--- src/rtl/regfile_seq_pkg.sv ---
// regfile_seq_pkg: shared opcodes, FSM states and default widths for the regfile sequencer
package regfile_seq_pkg;
  localparam int DW_DEF = 16;
  localparam int AW_DEF = 5;
  localparam int MUL_CYC_DEF = 16;
  localparam logic [2:0] OP_ADD  = 3'd0;
  localparam logic [2:0] OP_SUB  = 3'd1;
  localparam logic [2:0] OP_AND  = 3'd2;
  localparam logic [2:0] OP_OR   = 3'd3;
  localparam logic [2:0] OP_XOR  = 3'd4;
  localparam logic [2:0] OP_ADDI = 3'd5;
  localparam logic [2:0] OP_MUL  = 3'd6;
  localparam logic [2:0] OP_NOP  = 3'd7;
  typedef enum logic [1:0] {S_IDLE, S_READ, S_EXEC, S_WB} state_t;
endpackage

--- src/rtl/regfile_seq_mul.sv ---
// seq_mul16: iterative shift-add multiplier, low DW bits of the product, MUL_CYC steps
module seq_mul16 #(
  parameter int DW = 16,
  parameter int MUL_CYC = 16
) (
  input  logic          clk,
  input  logic          rst,
  input  logic          start,
  input  logic [DW-1:0] a,
  input  logic [DW-1:0] b,
  output logic          busy,
  output logic          done,
  output logic [DW-1:0] product
);
  logic [4:0] cnt;
  logic [DW-1:0] acc, ma, mb;
  // product is the accumulator including the current step, valid when done
  assign product = acc + (mb[0] ? ma : '0);
  assign done = busy && cnt == 5'(MUL_CYC - 1);
  always_ff @(posedge clk) begin
    if (rst) begin
      busy <= 1'b0;
      cnt <= '0;
      acc <= '0;
      ma <= '0;
      mb <= '0;
    end else if (start) begin
      busy <= 1'b1;
      cnt <= '0;
      acc <= '0;
      ma <= a;
      mb <= b;
    end else if (busy) begin
      acc <= product;
      ma <= ma << 1;
      mb <= mb >> 1;
      cnt <= done ? '0 : cnt + 5'd1;
      busy <= !done;
    end
  end
endmodule

--- src/rtl/regfile_seq.sv ---
// regfile_seq: multi-cycle read/execute/writeback sequencer driving the 32x16 register file
module regfile_seq
  import regfile_seq_pkg::*;
#(
  parameter int DW = DW_DEF,
  parameter int AW = AW_DEF,
  parameter int MUL_CYC = MUL_CYC_DEF
) (
  input  logic          clk,
  input  logic          rst,
  input  logic          instr_valid,
  output logic          instr_ready,
  input  logic [2:0]    opcode,
  input  logic [AW-1:0] rd,
  input  logic [AW-1:0] rs,
  input  logic [AW-1:0] rt,
  input  logic [DW-1:0] imm,
  output logic          rf_write,
  output logic [AW-1:0] rf_wrAddr,
  output logic [DW-1:0] rf_wrData,
  output logic [AW-1:0] rf_rdAddrA,
  input  logic [DW-1:0] rf_rdDataA,
  output logic [AW-1:0] rf_rdAddrB,
  input  logic [DW-1:0] rf_rdDataB,
  output logic          busy,
  output logic          done,
  output logic [DW-1:0] result,
  output logic          zero
);
  state_t state, nxt;
  logic [2:0] op_q;
  logic [AW-1:0] rd_q, rs_q, rt_q;
  logic [DW-1:0] imm_q, op_a, op_b, res, alu, mul_p;
  logic accept, is_mul, mul_start, mul_busy, mul_done, exec_end;
  assign instr_ready = state == S_IDLE && !rst;
  assign accept = instr_valid && instr_ready;
  assign busy = state != S_IDLE;
  assign is_mul = op_q == OP_MUL;
  assign exec_end = state == S_EXEC && (!is_mul || mul_done);
  // reset is gated in so an instruction interrupted in WB never writes
  assign done = state == S_WB && !rst;
  assign rf_write = done && rd_q != '0 && op_q != OP_NOP;
  assign rf_wrAddr = rd_q;
  assign rf_wrData = res;
  assign rf_rdAddrA = state == S_IDLE ? '0 : rs_q;
  assign rf_rdAddrB = state == S_IDLE ? '0 : rt_q;
  assign mul_start = state == S_READ && is_mul && !mul_busy;
  seq_mul16 #(.DW(DW), .MUL_CYC(MUL_CYC)) u_mul (
    .clk(clk),
    .rst(rst),
    .start(mul_start),
    .a(rf_rdDataA),
    .b(rf_rdDataB),
    .busy(mul_busy),
    .done(mul_done),
    .product(mul_p)
  );
  always_comb begin
    alu = '0;
    case (op_q)
      OP_ADD:  alu = op_a + op_b;
      OP_SUB:  alu = op_a - op_b;
      OP_AND:  alu = op_a & op_b;
      OP_OR:   alu = op_a | op_b;
      OP_XOR:  alu = op_a ^ op_b;
      OP_ADDI: alu = op_a + imm_q;
      default: alu = '0;
    endcase
  end
  always_comb begin
    nxt = state;
    case (state)
      S_IDLE:  nxt = accept ? S_READ : S_IDLE;
      S_READ:  nxt = S_EXEC;
      S_EXEC:  nxt = exec_end ? S_WB : S_EXEC;
      default: nxt = S_IDLE;
    endcase
  end
  always_ff @(posedge clk) state <= rst ? S_IDLE : nxt;
  always_ff @(posedge clk) begin
    if (rst) begin
      op_q <= '0;
      rd_q <= '0;
      rs_q <= '0;
      rt_q <= '0;
      imm_q <= '0;
      op_a <= '0;
      op_b <= '0;
      res <= '0;
      result <= '0;
      zero <= 1'b1;
    end else begin
      if (accept) begin
        op_q <= opcode;
        rd_q <= rd;
        rs_q <= rs;
        rt_q <= rt;
        imm_q <= imm;
      end
      if (state == S_READ) begin
        op_a <= rf_rdDataA;
        op_b <= rf_rdDataB;
      end
      if (exec_end) res <= is_mul ? mul_p : alu;
      if (state == S_WB) begin
        result <= res;
        zero <= res == '0;
      end
    end
  end
endmodule
--- config.mk ---
export PLATFORM = sky130hd
export DESIGN_NAME = regfile_seq
export DESIGN_NICKNAME = d
export VERILOG_FILES = /design/src/rtl/regfile_seq_pkg.sv /design/src/rtl/regfile_seq_mul.sv /design/src/rtl/regfile_seq.sv
export SDC_FILE = /design/constraint.sdc
export NUM_CORES = 1
export LEC_CHECK = 0
export ABC_AREA = 1
export ABC_CLOCK_PERIOD_IN_PS = 7700
export CORE_MARGIN = 1.5
export CORE_UTILIZATION = 40
export DETAILED_ROUTE_END_ITERATION = 16
export PLACE_DENSITY = 0.6
export SYNTH_ARGS = -nofsm -noshare
export SYNTH_HDL_FRONTEND = slang
export SYNTH_SLANG_ARGS = --single-unit
export TNS_END_PERCENT = 100
--- constraint.sdc ---
create_clock -name clk -period 7.7 [get_ports clk]
set_clock_uncertainty 0.2 [all_clocks]
set_input_delay 0.77 -clock clk [delete_from_list [all_inputs] [get_ports clk]]
set_output_delay 0.77 -clock clk [all_outputs]
set_load 0.02 [all_outputs]
==> results of run 1 <==
placed cells by master, fill, tap and decap left out, types with 9 or more instances in the layout:
master / instances
a21oi_1: 103
clkdlybuf4s50_1: 120
inv_2: 9
inv_1: 197
a221oi_1: 10
nor2_1: 113
nor3_1: 11
clkbuf_16: 17
o221ai_1: 12
xor2_1: 19
o211ai_1: 13
dfxtp_1: 155
nand3_1: 62
nand2_1: 248
ha_1: 71
o31ai_1: 24
o21ai_0: 130
through the flow:
stage | util [%] | hold WS (ns) | cell area (um2) | std cells | power [W]
after floorplan | - | 0.235 | 9050 | 1304 | 0.00122
after global placement | 47.3 | 0.247 | 10400 | 1653 | 0.00140
after detailed placement | 47.3 | 0.252 | 10400 | 1653 | 0.00140
after CTS | 49.9 | 0.263 | 11000 | 1685 | 0.00222
after global routing | 49.9 | 0.289 | 11000 | 1685 | 0.00233
final | 49.9 | 0.260 | 11000 | 1685 | 0.00221
report_power, final:
| part | total [W] | switching, W | internal, W |
|---|---|---|---|
| sequential | 0.000906 | 0.0000532 | 0.000853 |
| clock | 0.000820 | 0.000367 | 0.000453 |
| combinational | 0.000488 | 0.000298 | 0.000190 |
critical path: stages (launching register included):
cell and delay [ns]:
dfxtp_1 0.39, ha_1 0.67, clkinv_1 0.47, nor2_1 0.31, o21ai_0 0.15, a31oi_1 0.15, clkdlybuf4s50_1 0.62
routing by layer:
layer	vias up	global-route usage, %
met5	-	0
met4	0	9.20
met3	42	3.66
met2	242	39.4
met1	3988	32.2
li1	4472	-
layout make-up:
class	instances	area [um2]	share of cell area [%]
Timing Repair Buffer	128	1260	11.5
Sequential cell	155	3100	28.2
Tap cell	280	350	3.19
Clock buffer	18	429	3.90
Multi-Input combinational cell	883	4930	44.9
Clock inverter	14	138	1.25
Inverter	207	777	7.07
path summary, 6_finish.rpt:
kind	from	end	slack [ns]	depth (start not counted)
worst max-delay path	state[0]$_SDFF_PP0_	rf_write	3.53	6
worst min-delay path	u_mul.cnt[4]$_SDFFE_PP0P_	u_mul.cnt[4]$_SDFFE_PP0P_	0.26	2
worst max register to register	op_q[0]$_SDFFE_PP0P_	rf_wrData[10]$_SDFFE_PP0P_	4.01	16
worst min register to register	u_mul.cnt[4]$_SDFFE_PP0P_	u_mul.cnt[4]$_SDFFE_PP0P_	0.26	2
state kept, by name (all words and copies together), names as in the netlist:
| name | flops |
|---|---|
| rf_wrAddr | 5 |
| op_q | 3 |
| imm_q | 16 |
| op_a | 16 |
| rf_wrData | 16 |
| u_mul.cnt | 5 |
| u_mul.busy | 1 |
| zero | 1 |
| rs_q | 5 |
| result | 16 |
| u_mul.ma | 16 |
| state | 2 |
| rt_q | 5 |
| op_b | 16 |
| u_mul.acc | 16 |
| u_mul.mb | 16 |
kinds of logic after synthesis:
kind of cell | Yosys count | share of synthesized area, %
buffers and inverters | 266 | 11.3
adder cells (fa/ha/maj) | 73 | 10.3
flip-flops | 155 | 34.3
XOR/XNOR | 21 | 2.03
AND/OR/NAND/NOR | 462 | 21.3
AO/OA/AOI/OAI | 327 | 20.9
==> key figures, run 1 <==
Placed design
  – Gp weighted congestion: 0.986
  – HPWL Detailed: 20400 um
  – Dpl ws: 3.97 ns
  – Input/output buffers: 120

Cells and area
  – Nets: 1534
  – Fill cells: 2235
  – Layout area overhead: 21.4%
  – Share of layout cells above drive strength 1: 4.27%
  – Antenna diode count: 0

Floorplanning
  – Die width: 153 um
  – Initial core utilization: 41.1%
  – Io pins: 121
  – # rows: 54
  – Total die area: 23500 um2
  – Die H: 153 um
  – Core ar.: 22000 um2

CTS
  – CTS resizes: 0
  – Hold buffer count at cts: 0
  – CTS tree: yes
  – Clock transition at the registers of the reported paths: 0.07 ns
  – Bufs on Longest Clock Path: 2
  – # Post-CTS Setup Buffers: 0
  – CTS Buf Count: 17
  – Clk sinks: 155
  – H-tree Lvls: 4
  – Clk_lat worst skew: 0.44 ns
  – Root Buffer: clkbuf_16

Synth
  – Mean Syn Cell Area: 6.94 um2
  – Synth cell count leaders: nand2_1, inv_1, dfxtp_1
  – Cell taking the most area after synthesis: dfxtp_1
  – Yosys top cell area share: 34.3%
  – Seq/Total Area, Yosys: 34.3%
  – Post-synth top flop: dfxtp_1
  – Synth area leaders: dfxtp_1, nand2_1, ha_1, inv_1, o21ai_0
  – Cell with the most instances after synthesis: nand2_1
  – Synth Instances: 1304
  – Cell area after synthesis: 9050 um2
  – Syn_nets: 1446
  – Number of synthesized flops with an enable pin: 0
  – #FFs+latches synth: 155
  – Async S/R FF share, synth: 0%
  – Yosys warnings: 0
  – Library cells used by synthesis: 46

Route
  – Wirelength per Cell: 16.5 um
  – Top sig layer: met4
  – Via count: 8744
  – Vias per cell: 5.19
  – Met3 routed WL: 1240 um
  – Met1 wire length: 13200 um
  – Drt first-iter violations: 696
  – Drt drc: 0
  – First drt pass iteration count: 5
  – Routed Antenna Nets: 0
  – Met2 routed WL: 12500 um
  – Routed WL: 27900 um

Timing
  – Setup TNS: 0 ns
  – Maximum clock frequency: 0.240 GHz
  – Fin. Hold Viols: 0
  – Slew HR: 25.2%
  – Worst-margin pin slew: 1.12 ns
  – Final min period: 4.17 ns
  – Slew Limit Fails: 0
  – Fin crit share: 54.2%
  – Final WS setup: 3.53 ns
  – RSZ-0062 raised after global routing: false
  – Final count of negative-setup-slack endpoints: 0

Global route
  – Largest net degree at the start of global routing: 106
  – Remaining global-route overflow: 0
  – Initial antenna violation count: 0
  – Vias in the first global route: 8327
  – First-pass GRT wire length: 44800 um
  – GRT Total Usage: 24.1%

Pwr
  – P per Cell Area: 201 nW/um2
  – VDD IR max: 0.113 mV
  – P_leak: 5.07 nW

Critical path
  – WP data required: 6.73 ns
  – Worst Path Max Fanout: 25
  – WP data arrival: 3.20 ns
  – Type of origin of the critical path: register
  – Path type of the worst setup path: register to output pin
  – Worst Setup End Kind: output pin

Run
  – # Max-Cap Violations: 0

Min path
  – Hold WC Path Type: register to register

Status
  – Outcome: finished, final reports clean
(Power assumes the default switching activity.)
==> run 2: changes to the inputs <==
--- a/config.mk
+++ b/config.mk
@@ -6,7 +6,7 @@
 export NUM_CORES = 1
 export LEC_CHECK = 0
 export ABC_AREA = 1
-export ABC_CLOCK_PERIOD_IN_PS = 7700
+export ABC_CLOCK_PERIOD_IN_PS = 4100
 export CORE_MARGIN = 1.5
 export CORE_UTILIZATION = 40
 export DETAILED_ROUTE_END_ITERATION = 16
==> constraint.sdc (replaced) <==
create_clock -name clk -period 4.1 [get_ports clk]
set_clock_uncertainty 0.2 [all_clocks]
set_input_delay 0.41 -clock clk [delete_from_list [all_inputs] [get_ports clk]]
set_output_delay 0.41 -clock clk [all_outputs]
set_load 0.02 [all_outputs]
==> run 2 against run 1 <==
Against the previous run:
- critical path type is now register to register
- non-clock buffer count grew 8
- sequential cell count is the same
- die area is the same
- utilization grew 0.34 points
- sequential share of layout area shrank 0.19 points
- final cell count grew 0.47%
- first-iteration DRC count shrank 4.5%
- clock power grew 93%
- wire length grew 1.6%
- critical path depth grew 14
- worst hold slack gained 0.011 ns
==> key figures, run 2 (same netlist as run 1, synthesis figures left out) <==
Critical path
  – WP data arrival: 3.58 ns (+0.38 ns)
  – Worst Setup End Kind: register
  – WP data required: 4.23 ns (-2.50 ns)
  – Path type of the worst setup path: register to register
  – R2R setup slack: 0.64 ns (-3.37 ns)
  – Worst Path Max Fanout: 11 (-56%)
  – Type of origin of the critical path: register

Global route
  – Largest net degree at the start of global routing: 59 (-44%)
  – Vias in the first global route: 8311 (-0.19%)
  – Initial antenna violation count: 0 (unchanged)
  – GRT Total Usage: 24.6% (+0.45 points)
  – First-pass GRT wire length: 45300 um (+1.2%)
  – Remaining global-route overflow: 0 (unchanged)

CTS
  – Clock transition at the registers of the reported paths: 0.07 ns (about the same)
  – CTS tree: yes
  – CTS resizes: 0 (unchanged)
  – CTS Buf Count: 17 (unchanged)
  – Bufs on Longest Clock Path: 2 (unchanged)
  – H-tree Lvls: 4 (unchanged)
  – Clk sinks: 155 (unchanged)
  – # Post-CTS Setup Buffers: 0 (unchanged)
  – Clk_lat worst skew: 0.44 ns (about the same)
  – Root Buffer: clkbuf_16
  – Hold buffer count at cts: 0 (unchanged)

Floorplanning
  – Core ar.: 22000 um2 (unchanged)
  – Die width: 153 um (unchanged)
  – Total die area: 23500 um2 (unchanged)
  – Io pins: 121 (unchanged)
  – Die H: 153 um (unchanged)
  – # rows: 54 (unchanged)
  – Initial core utilization: 41.1% (unchanged)

Timing
  – Final count of negative-setup-slack endpoints: 0 (unchanged)
  – Slew Limit Fails: 0 (unchanged)
  – RSZ-0062 raised after global routing: false
  – Fin. Hold Viols: 0 (unchanged)
  – Worst-margin pin slew: 1.27 ns (+0.143 ns)
  – Setup TNS: 0 ns (unchanged)
  – Maximum clock frequency: 0.289 GHz
  – Final min period: 3.46 ns
  – Slew HR: 15.2% (-10 points)
  – Fin crit share: 84.3%

Route
  – First drt pass iteration count: 7 (+2)
  – Vias per cell: 5.14 (-0.97%)
  – Routed Antenna Nets: 0 (unchanged)
  – Drt drc: 0 (unchanged)
  – Via count: 8700 (-0.50%)
  – Drt first-iter violations: 665 (-4.5%)
  – Routed WL: 28300 um (+1.6%)
  – Wirelength per Cell: 16.7 um (+1.1%)

Cells and area
  – Share of layout cells above drive strength 1: 4.88% (+0.61 points)
  – Commonest non-fill, non-tap cells in the layout: nand2_1, inv_1, dfxtp_1, o21ai_0, clkdlybuf4s50_1
  – Nets: 1542 (+0.52%)
  – Post-Layout Cell Count: 1693 (+0.47%)
  – Most common cell after layout, fill and taps aside: nand2_1
  – Area taken by multi-input logic gates: 4930 um2 (unchanged)
  – Fill cells: 2248 (+0.58%)
  – Antenna diode count: 0 (unchanged)
  – Layout area overhead: 22.2%
  – Storage cell area: 3100 um2 (unchanged)

Pwr
  – P_leak: 5.12 nW (+0.94%)
  – Final Power: 0.00421 W (+90%)
  – VDD IR max: 0.254 mV (+130%)
  – P per Cell Area: 380 nW/um2 (+89%)

Placed design
  – Gp weighted congestion: 0.955 (-3.1%)
  – Placed Instances: 1661 (+0.48%)
  – HPWL Detailed: 21300 um (+4.4%)
  – Input/output buffers: 120 (unchanged)

Min path
  – Hold WC Path Type: register to register

Run
  – # Max-Cap Violations: 0 (unchanged)

Status
  – Outcome: finished, final reports clean
## run 2: final timing paths
path	startpoint	endpoint	depth (start not counted)
max	op_q[0]$_SDFFE_PP0P_	rf_wrData[9]$_SDFFE_PP0P_	20
max reg2reg	op_q[0]$_SDFFE_PP0P_	rf_wrData[9]$_SDFFE_PP0P_	20
min reg2reg	u_mul.acc[2]$_SDFFE_PP0P_	u_mul.acc[2]$_SDFFE_PP0P_	2
min	u_mul.acc[2]$_SDFFE_PP0P_	u_mul.acc[2]$_SDFFE_PP0P_	2
## run 2: cell type report
class | count | share of cell area [%]
Multi-Input combinational cell | 883 | 44.6
Sequential cell | 155 | 28.0
Timing Repair Buffer | 136 | 11.9
Inverter | 207 | 7.02
Clock buffer | 17 | 3.84
Tap cell | 280 | 3.17
Clock inverter | 15 | 1.41
## run 2: per-stage QoR
step | utilization [%] | cell area [um2] | hold slack (ns) | setup slack [ns]
final | 50.2 | 11100 | 0.272 | 0.642
after global routing | 50.2 | 11100 | 0.301 | 0.203
after CTS | 50.2 | 11100 | 0.274 | 0.658
after detailed placement | 47.6 | 10500 | 0.259 | 0.676
after global placement | 47.6 | 10500 | 0.244 | 0.702
after floorplan | - | 9050 | 0.235 | 1.08
## run 2: where the power goes
group / leakage (nW) / internal, W / total (W) / switching, W
Combinational: 3.58 / 0.000362 / 0.000921 / 0.000559
Sequential: 1.26 / 0.00160 / 0.00170 / 0.000102
Clock: 0.286 / 0.000860 / 0.00158 / 0.000721
## run 2: routing by layer
metal	global-route usage, %	up-vias	routed length [um]
met5	0	-	0
met3	4.14	49	1360
met4	11.6	0	1120
li1	-	4480	-
met1	33.4	3941	13300
met2	38.1	230	12500
## run 2: worst max-delay path: stages (launching register included)
cell and delay (ns):
dfxtp_1 0.38, inv_2 0.07, nor2_2 0.07, buf_4 0.19
inv_2 0.10, nor2_2 0.32, inv_1 0.19, o221ai_1 0.25
inv_1 0.10, ha_1 0.34, nand2_1 0.11, nor2_1 0.11
nand2_1 0.07, nand3_1 0.21, nand2_1 0.08, nand2_1 0.08
a21oi_1 0.06, o21ai_0 0.09, nand3_1 0.15, nor2_1 0.13
nor2_1 0.04
==> run 3: changes to the inputs <==
--- a/config.mk
+++ b/config.mk
@@ -6,11 +6,11 @@
 export NUM_CORES = 1
 export LEC_CHECK = 0
 export ABC_AREA = 1
-export ABC_CLOCK_PERIOD_IN_PS = 4100
+export ABC_CLOCK_PERIOD_IN_PS = 2900
 export CORE_MARGIN = 1.5
 export CORE_UTILIZATION = 40
 export DETAILED_ROUTE_END_ITERATION = 16
-export PLACE_DENSITY = 0.6
+export PLACE_DENSITY = 0.62
 export SYNTH_ARGS = -nofsm -noshare
 export SYNTH_HDL_FRONTEND = slang
 export SYNTH_SLANG_ARGS = --single-unit
==> constraint.sdc (replaced) <==
create_clock -name clk -period 2.9 [get_ports clk]
set_clock_uncertainty 0.2 [all_clocks]
set_input_delay 0.29 -clock clk [delete_from_list [all_inputs] [get_ports clk]]
set_output_delay 0.29 -clock clk [all_outputs]
set_load 0.02 [all_outputs]
==> run 3 against run 2 <==
Against the previous run:
- the flow now finishes with violations (negative setup slack)
- worst hold slack lost 0.061 ns
- first-iteration DRC count shrank 2.6%
- critical path depth grew 2
- combinational power grew 85%
- global-route usage grew 0.34 points
- power grew 53%
- register-to-register slack lost 0.80 ns
- final area grew 8.4%
- die area is the same
- critical path type unchanged
- highest routed layer unchanged
==> key figures, run 3 (same netlist as run 1, synthesis figures left out) <==
CTS
  – Root Buffer: clkbuf_16
  – Clk_lat worst skew: 0.44 ns (about the same)
  – Clock transition at the registers of the reported paths: 0.07 ns (about the same)
  – CTS tree: yes
  – H-tree Lvls: 4 (unchanged)
  – Bufs on Longest Clock Path: 2 (unchanged)
  – CTS Buf Count: 17 (unchanged)
  – Clk sinks: 155 (unchanged)

Global route
  – Vias in the first global route: 8665 (+4.3%)
  – Largest net degree at the start of global routing: 106 (+80%)
  – GRT Total Usage: 24.9% (+0.34 points)
  – First-pass GRT wire length: 46300 um (+2.2%)
  – Initial antenna violation count: 0 (unchanged)
  – Remaining global-route overflow: 0 (unchanged)

Timing
  – Maximum clock frequency: 0.326 GHz (+13%)
  – Slew HR: 55.8% (+41 points)
  – RSZ-0062 raised after global routing: true
  – Worst-margin pin slew: 0.663 ns (-0.603 ns)
  – Final WS setup: -0.163 ns (-0.805 ns)
  – Fin. Hold Viols: 0 (unchanged)
  – Final min period: 3.06 ns (-0.395 ns)
  – Slew Limit Fails: 0 (unchanged)
  – Final count of negative-setup-slack endpoints: 5 (+5)
  – Fin crit share: 106% (+21 points)

Placed design
  – HPWL Detailed: 21900 um (+2.9%)
  – Dpl ws: -0.205 ns (-0.881 ns)
  – Gp weighted congestion: 0.935 (-2.0%)
  – Input/output buffers: 120 (unchanged)

Pwr
  – Net Switching: 0.00209 W (+51%)
  – Combinational share of power: 26.4% (+4.5 points)
  – Switching share of power: 32.5% (-0.37 points)
  – Clock power share: 36.4% (-1.2 points)
  – Sequential fraction of design power: 37.2% (-3.3 points)
  – P per Cell Area: 537 nW/um2 (+41%)
  – VDD IR max: 0.348 mV (+37%)
  – Int Pwr: 0.00435 W (+54%)
  – P_leak: 5.55 nW (+8.4%)

Critical path
  – Type of origin of the critical path: register
  – FF-to-FF Start: op_b[1]$_SDFFE_PP0N_
  – Crit. Startpoint: op_b[1]$_SDFFE_PP0N_
  – WP data required: 3.03 ns (-1.20 ns)
  – Slowest-stage cell, CP: ha_1
  – R2R setup slack: -0.16 ns (-0.80 ns)
  – Max incr delay on CP: 0.34 ns (-0.04 ns)
  – Path type of the worst setup path: register to register
  – Critical Path End: rf_wrData[15]$_SDFFE_PP0P_
  – WP data arrival: 3.19 ns (-0.39 ns)
  – R2R cell count: 22 (+10%)
  – Crit Reg-Reg Endpoint: rf_wrData[15]$_SDFFE_PP0P_
  – Worst Setup End Kind: register
  – Worst Path Max Fanout: 3 (-8)
  – Critical path, cell by cell: inv_2 -> ha_4 -> nand2_4 -> nor2_4 -> nand4_1 -> nor2_1 -> nand2_2 -> nor2_4 -> inv_2 -> a21oi_2 -> a221oi_2 -> ha_1 -> a21oi_2 -> nor2_2 -> nor3_2 -> nand2_1 -> a21oi_1 -> nand3_1 -> nand3_1 -> nand4_1 -> nand2_1 -> inv_1

Route
  – Routed Antenna Nets: 0 (unchanged)
  – Vias per cell: 5.21 (+1.5%)
  – Drt drc: 0 (unchanged)
  – Routed WL: 29100 um (+2.9%)
  – Via count: 9212 (+5.9%)
  – First drt pass iteration count: 5 (-2)
  – Drt first-iter violations: 648 (-2.6%)
  – Wirelength per Cell: 16.5 um (-1.4%)

Floorplanning
  – Die H: 153 um (unchanged)
  – Die width: 153 um (unchanged)
  – Total die area: 23500 um2 (unchanged)
  – Io pins: 121 (unchanged)
  – # rows: 54 (unchanged)
  – Initial core utilization: 41.1% (unchanged)
  – Core ar.: 22000 um2 (unchanged)

Cells and area
  – Layout Utilization: 54.5% (+4.2 points)
  – Nets: 1616 (+4.8%)
  – Antenna diode count: 0 (unchanged)
  – Most common cell after layout, fill and taps aside: nand2_1
  – Share of layout cells above drive strength 1: 14.4% (+9.5 points)
  – Commonest non-fill, non-tap cells in the layout: nand2_1, inv_1, dfxtp_1, o21ai_0, clkdlybuf4s50_1
  – Layout area overhead: 32.5%

Status
  – Outcome: finished, violations left
  – Failing checks: negative setup slack

Run
  – # Max-Cap Violations: 0 (unchanged)

Min path
  – Hold WC Path Type: input pin to register
  – Hold Path Depth: 3 (+1)
## run 3: worst min-delay path by stage
stage,start,end
3_5_place_dp,u_mul.cnt[4]$_SDFFE_PP0P_,u_mul.cnt[4]$_SDFFE_PP0P_
3_3_place_gp,u_mul.cnt[4]$_SDFFE_PP0P_,u_mul.cnt[4]$_SDFFE_PP0P_
2_1_floorplan,imm[0],imm_q[0]$_SDFFE_PP0P_
4_1_cts,rt[4],rt_q[4]$_SDFFE_PP0P_
5_1_grt,opcode[0],op_q[0]$_SDFFE_PP0P_
6_report,rt[4],rt_q[4]$_SDFFE_PP0P_
## run 3: per-stage QoR
step	TNS (ns)	instances	power [W]	hold WS, ns	instance area [um2]
after floorplan	-0.0107	1304	0.00325	0.203	9100
after global placement	-0.557	1729	0.00394	0.249	11100
after detailed placement	-1.15	1729	0.00395	0.254	11100
after CTS	-0.0708	1762	0.00636	0.204	11800
after global routing	-1.85	1767	0.00674	0.234	12000
final	-0.444	1767	0.00644	0.211	12000
## run 3: worst max-delay path: cells and delay by family (launching register included)
kind | cells | cell delay (ns)
adders and majority gates | 2 | 0.49
DFF | 1 | 0.33
and+or+nand+nor | 13 | 1.30
buffers and inverters | 3 | 0.16
AOI/OAI and AO/OA | 4 | 0.49
## run 3: power by group through the flow
stage	Combinational, W	Clock [W]	Sequential (W)
CTS	0.00158	0.00239	0.00239
global placement	0.00151	0	0.00243
global route	0.00186	0.00247	0.00241
finish	0.00170	0.00234	0.00240
detailed placement	0.00151	0	0.00244
floorplan	0.000804	0	0.00244
## run 3: layer usage
metal | part of all wire (%) | global-route usage [%] | vias to the layer above
met2 | 47 | 41.8 | 248
met4 | 3.2 | 9.43 | 0
met5 | 0 | 0 | -
met3 | 4.8 | 3.77 | 58
met1 | 45 | 32.4 | 4285
li1 | - | - | 4621
## run 3: layout make-up
class	instances	area, um2
timing repair buffer	210	1900
clock buffer	18	439
inverter	207	777
clock inverter	14	174
sequential	155	3110
tap	280	350
multi-input combinational	883	5250
fill	2148	10000
## run 3: what timing repair did
| item | 4_1_cts | 5_1_grt |
|---|---|---|
| gates cloned | 0 | 0 |
| resized for setup | 30 | 51 |
| endpoints found under the setup margin | 10 | 10 |
| buffers inserted | 1 | 5 |
| hold buffers | 0 | 0 |
| pin swaps | 23 | 34 |
==> variant 1 (flow settings as in run 2) <==
Re-encode `state_t` (4 states) as one-hot, 4 bits wide.
--- a/src/rtl/regfile_seq_pkg.sv
+++ b/src/rtl/regfile_seq_pkg.sv
@@ -11,6 +11,6 @@
   localparam logic [2:0] OP_ADDI = 3'd5;
   localparam logic [2:0] OP_MUL  = 3'd6;
   localparam logic [2:0] OP_NOP  = 3'd7;
-  typedef enum logic [1:0] {S_IDLE, S_READ, S_EXEC, S_WB} state_t;
+  typedef enum logic [3:0] {S_IDLE = 4'b0001, S_READ = 4'b0010, S_EXEC = 4'b0100, S_WB = 4'b1000} state_t;
 endpackage
 
Formal check against the unedited RTL: same outputs for any inputs over 4 cycles, from zero or initial values and one cycle with rst high; so few cycles prove little.
==> variant 1 against run 2 <==
Cell area rose by 0.95%. Sequential cell count rose by 2. Critical path depth decreased by 3. Routed wire length grew 6.3%. Setup slack worse by 160 ps. Area after synthesis is 1.1% higher. Die area increased by 1.1%. Sequential share of layout area up 0.095 points. Critical path type unchanged. Critical endpoint is now rf_wrData[13]. Highest routed layer unchanged.
Power is not compared: it rests on default switching activity, and its combinational part moved more than twofold at a synthesized area within 25%.
==> variant 1: results (changes against run 2) <==
Placed design:
- The placement-stage cell area is 10600 um^2 (+0.84%).
- The detailed placer's ending HPWL is 22800 um (+7.1%).
- The worst slack at placement came to 634 ps (-41.4 ps).
- The final weighted congestion in routability-driven placement is 0.927 (-2.9%).
- The cell count after placement was 1675 (+0.84%).

Worst hold path:
- The start point of the worst min-delay path is u_mul.cnt[4].
- The worst hold path endpoint is u_mul.cnt[4].

Logic synthesis:
- The XOR/XNOR share of the synthesized area was 0.0201 (-0.000217).
- The number of synthesized register bits is 157 (+1.3%).
- The sequential-to-total area share from yosys stat was 0.343 (+0.000720).
- The instance count of the mapped netlist is 1318 (+1.1%).
- The share of synthesized cell area in full adder, half adder and majority cells is 0.0946 (-0.00793).
- By area the synthesized netlist is led by dfxtp_1, nand2_1, ha_1, inv_1, o21ai_0.
- The fraction of the mapped netlist area in compound gates is 0.202 (-0.00646).

Finish:
- The flip-flop and latch share of the layout cell area is 0.281 (+0.000945).
- The relative area of non-clock buffer cells in the final design came to 0.119 (-0.000227).
- The number of nets in the final layout is 1546 (+0.26%).
- The combined area of the multi-input logic cells is 4990 um^2 (+1.1%).
- The number of combinational gates with multiple inputs was 899 (+1.8%).
- The non-clock inverter count in the final layout is 200 (-3.4%).
- The share of post-route cells with drive strength above 1 is 0.0450 (-0.00383).

Detailed routing:
- The length of the first detailed-routing pass in iterations is 5 (-2).
- The routed length on met2 is 13500 um (+8.2%).
- The via count normalized by instance count came to 5.28 (+2.7%).
- The detailed-route wire length on metal 1 was 14100 um (+5.8%).
- The number of DRC markers in iteration 0 came to 590 (-11%).
- The detailed-route wire length per cell was 17.6 um (+5.4%).

Setup path:
- The cell depth of the worst flop-to-flop path was 17 (-15%).
- The critical-path maximum fanout is 7 (-4).
- The data arrival time of the critical path came to 3750 ps (+170 ps).
- The destination of the critical timing path is rf_wrData[13].
- The source of the critical timing path is op_b[0].

Timing:
- The final hold slack is 259 ps (-12.5 ps).
- The relative slew slack is 0.144 (-0.00804).

Run status:
- The flow ran to the end, and the final reports show no timing, DRC or antenna violations.

GRT:
- The number of global-route vias before repair is 8424 (+1.4%).
- The all-layer global routing usage is 0.258 (+0.0121).
- The met2 usage is 0.401 (+0.0198).
- The pin count of the biggest net entering global routing is 110 (+86%).
==> variant 1: changes by cell type after synthesis, moves of 3 or more <==
cell      delta
a21oi_1      +6
buf_4        +3
ha_1         -5
inv_2        -6
nand2_1     +21
nand3_1     +15
nand4_1      +3
nor2_1       -9
nor2_2       -3
o21ai_0      -8
o221ai_1     -5
o22ai_1      +4
o31ai_1      -3
==> variant 1: cells by family after synthesis <==
| family | after synthesis |
|---|---|
| fa+ha+maj | 68 |
| xor+xnor | 21 |
| simple gates | 488 |
| flops | 157 |
| buf+inv | 262 |
| compound gates | 322 |
==> variant 1: critical path, cell delays in order, from the launching register on <==
cell and delay, ps:
dfxtp_1 350, inv_1 160, ha_1 230, nand2_1 120, nor4_4 250, a31oi_1 130
a31oi_1 210, o22ai_1 120, a21oi_1 180, ha_1 340, a21oi_1 340, o21ai_0 210
a21oi_1 220, nand3_1 100, nand2_1 70, o21ai_0 110, nor2_1 120, nor2_1 50
==> variant 2 (settings of run 2) <==
Without the edit above. `DW_DEF`: 16 -> 24.
--- a/src/rtl/regfile_seq_pkg.sv
+++ b/src/rtl/regfile_seq_pkg.sv
@@ -1,6 +1,6 @@
 // regfile_seq_pkg: shared opcodes, FSM states and default widths for the regfile sequencer
 package regfile_seq_pkg;
-  localparam int DW_DEF = 16;
+  localparam int DW_DEF = 24;
   localparam int AW_DEF = 5;
   localparam int MUL_CYC_DEF = 16;
   localparam logic [2:0] OP_ADD  = 3'd0;
Ports: changed (5 resized); port bits go from 121 to 161. The function was not compared with the original's and may differ.
==> variant 2 against run 2 <==
Cell area rose by 49%. Setup slack got worse by 300 ps. Critical path depth fell by 1. Clock power rose by 50%. Global-route usage rose by 4.0 points. Synthesized cell count rose by 55%. Cell count rose by 54%. Worst hold slack got worse by 240 ps. Area after synthesis rose by 51%. Maximum frequency fell by 8.0%. Power rose by 49%. Sequential cell count rose by 64. Utilization fell by 1.1 points. Routed wire length rose by 83%. Critical endpoint is now rf_wrData[17].
==> variant 2: results (changes against run 2) <==
Run status:
- The flow ran to the end, and the final reports show no timing, DRC or antenna violations.

GRT:
- The met2 usage came to 0.460 (+0.0787).
- The met1 track demand over resource in global routing is 0.381 (+0.0472).
- The first-pass GRT wire length came to 77700 um (+72%).
- The all-layer global routing usage is 0.286 (+0.0402).

Finish:
- The number of nets in the final layout is 2345 (+52%).
- The count of plain and timing-repair buffers in the layout is 189 (+39%).
- The number of clock buffers in the layout is 37 (+20).
- The share of post-route cells with drive strength above 1 is 0.0514 (+0.00253).
- The fraction of area in clock buffers and inverters is 0.0521 (-0.000437).
- The combined area of the multi-input logic cells came to 7800 um^2 (+58%).
- The layout-stage area growth over the synthesis result is 20.8%.
- The count of filler cells inserted in the layout was 3430 (+53%).
- The relative area of non-clock buffer cells in the final design is 0.110 (-0.00891).

Setup path:
- The data arrival time of the critical path is 4000 ps (+420 ps).
- The biggest cell delay along the critical path is 420 ps (+40 ps).
- The critical-path maximum fanout is 5 (-6).
- The master of the slowest instance on the critical path is ha_1.

Clock network:
- The CTS H-tree depth came to 1 (-3).
- The CTS buffer count came to 26 (+9).
- The number of sinks handled by clock tree synthesis is 219 (+41%).

Detailed routing:
- The detailed-route wire length on metal 1 is 22600 um (+70%).
- The number of DRC markers in iteration 0 is 1230 (+85%).
- The length of the first detailed-routing pass in iterations is 5 (-2).
- The via count normalized by instance count is 5.38 (+4.6%).

Logic synthesis:
- The sequential-to-total area share from yosys stat is 0.320 (-0.0224).
- The commonest cells after synthesis are nand2_1, inv_1, dfxtp_1.
- The fraction of the mapped netlist area in compound gates is 0.207 (-0.00157).
- The share of synthesized cell area in full adder, half adder and majority cells is 0.102 (-0.000888).
- The post-synthesis net count is 2220 (+54%).
- The XOR/XNOR share of the synthesized area came to 0.0237 (+0.00336).
- The mean post-synth cell area is 6.79 um^2 (-2.3%).
- The number of distinct library cells after synthesis came to 53 (+15%).
- Sorting the synthesized cells by area gives the leading types as dfxtp_1, nand2_1, ha_1, inv_1, o21ai_0.

Placed design:
- The detailed placer's ending HPWL is 40400 um (+90%).
- The placement-stage cell area came to 15700 um^2 (+49%).
- The count of input and output buffers came to 160 (+33%).

Power:
- The maximum VDD drop is 299 uV (+17%).
- The cell leakage power is 7.68 nW (+50%).

Timing:
- The relative slew slack was 0.435 (+0.283).
- The upper clock frequency limit came to 266 MHz (-8.0%).

Worst hold path:
- In this run the worst hold path is classified as input port to register.
-- variant 2: worst paths after layout --
check,cells after the start,start,slack [ps],end
max reg2reg,19,op_b[1],340,rf_wrData[17]
min reg2reg,2,u_mul.cnt[4],250,u_mul.cnt[4]
min,2,rst,30,state[1]
max,19,op_b[1],340,rf_wrData[17]
-- variant 2: power by group --
| group | leakage (nW) | total (mW) | internal (mW) | switching, mW |
|---|---|---|---|---|
| sequential | 1.78 | 2.42 | 2.26 | 0.160 |
| combinational | 5.48 | 1.49 | 0.553 | 0.937 |
| clock | 0.424 | 2.37 | 1.41 | 0.963 |
-- variant 2: through the flow --
| stage | hold slack (ps) | std cells | setup slack, ps |
|---|---|---|---|
| detailed placement | 244 | 2562 | 372 |
| floorplan | 223 | 2017 | 1000 |
| finish | 32.0 | 2609 | 341 |
| global route | 31.3 | 2609 | 10.7 |
| CTS | 16.0 | 2609 | 354 |
| global placement | 237 | 2562 | 362 |
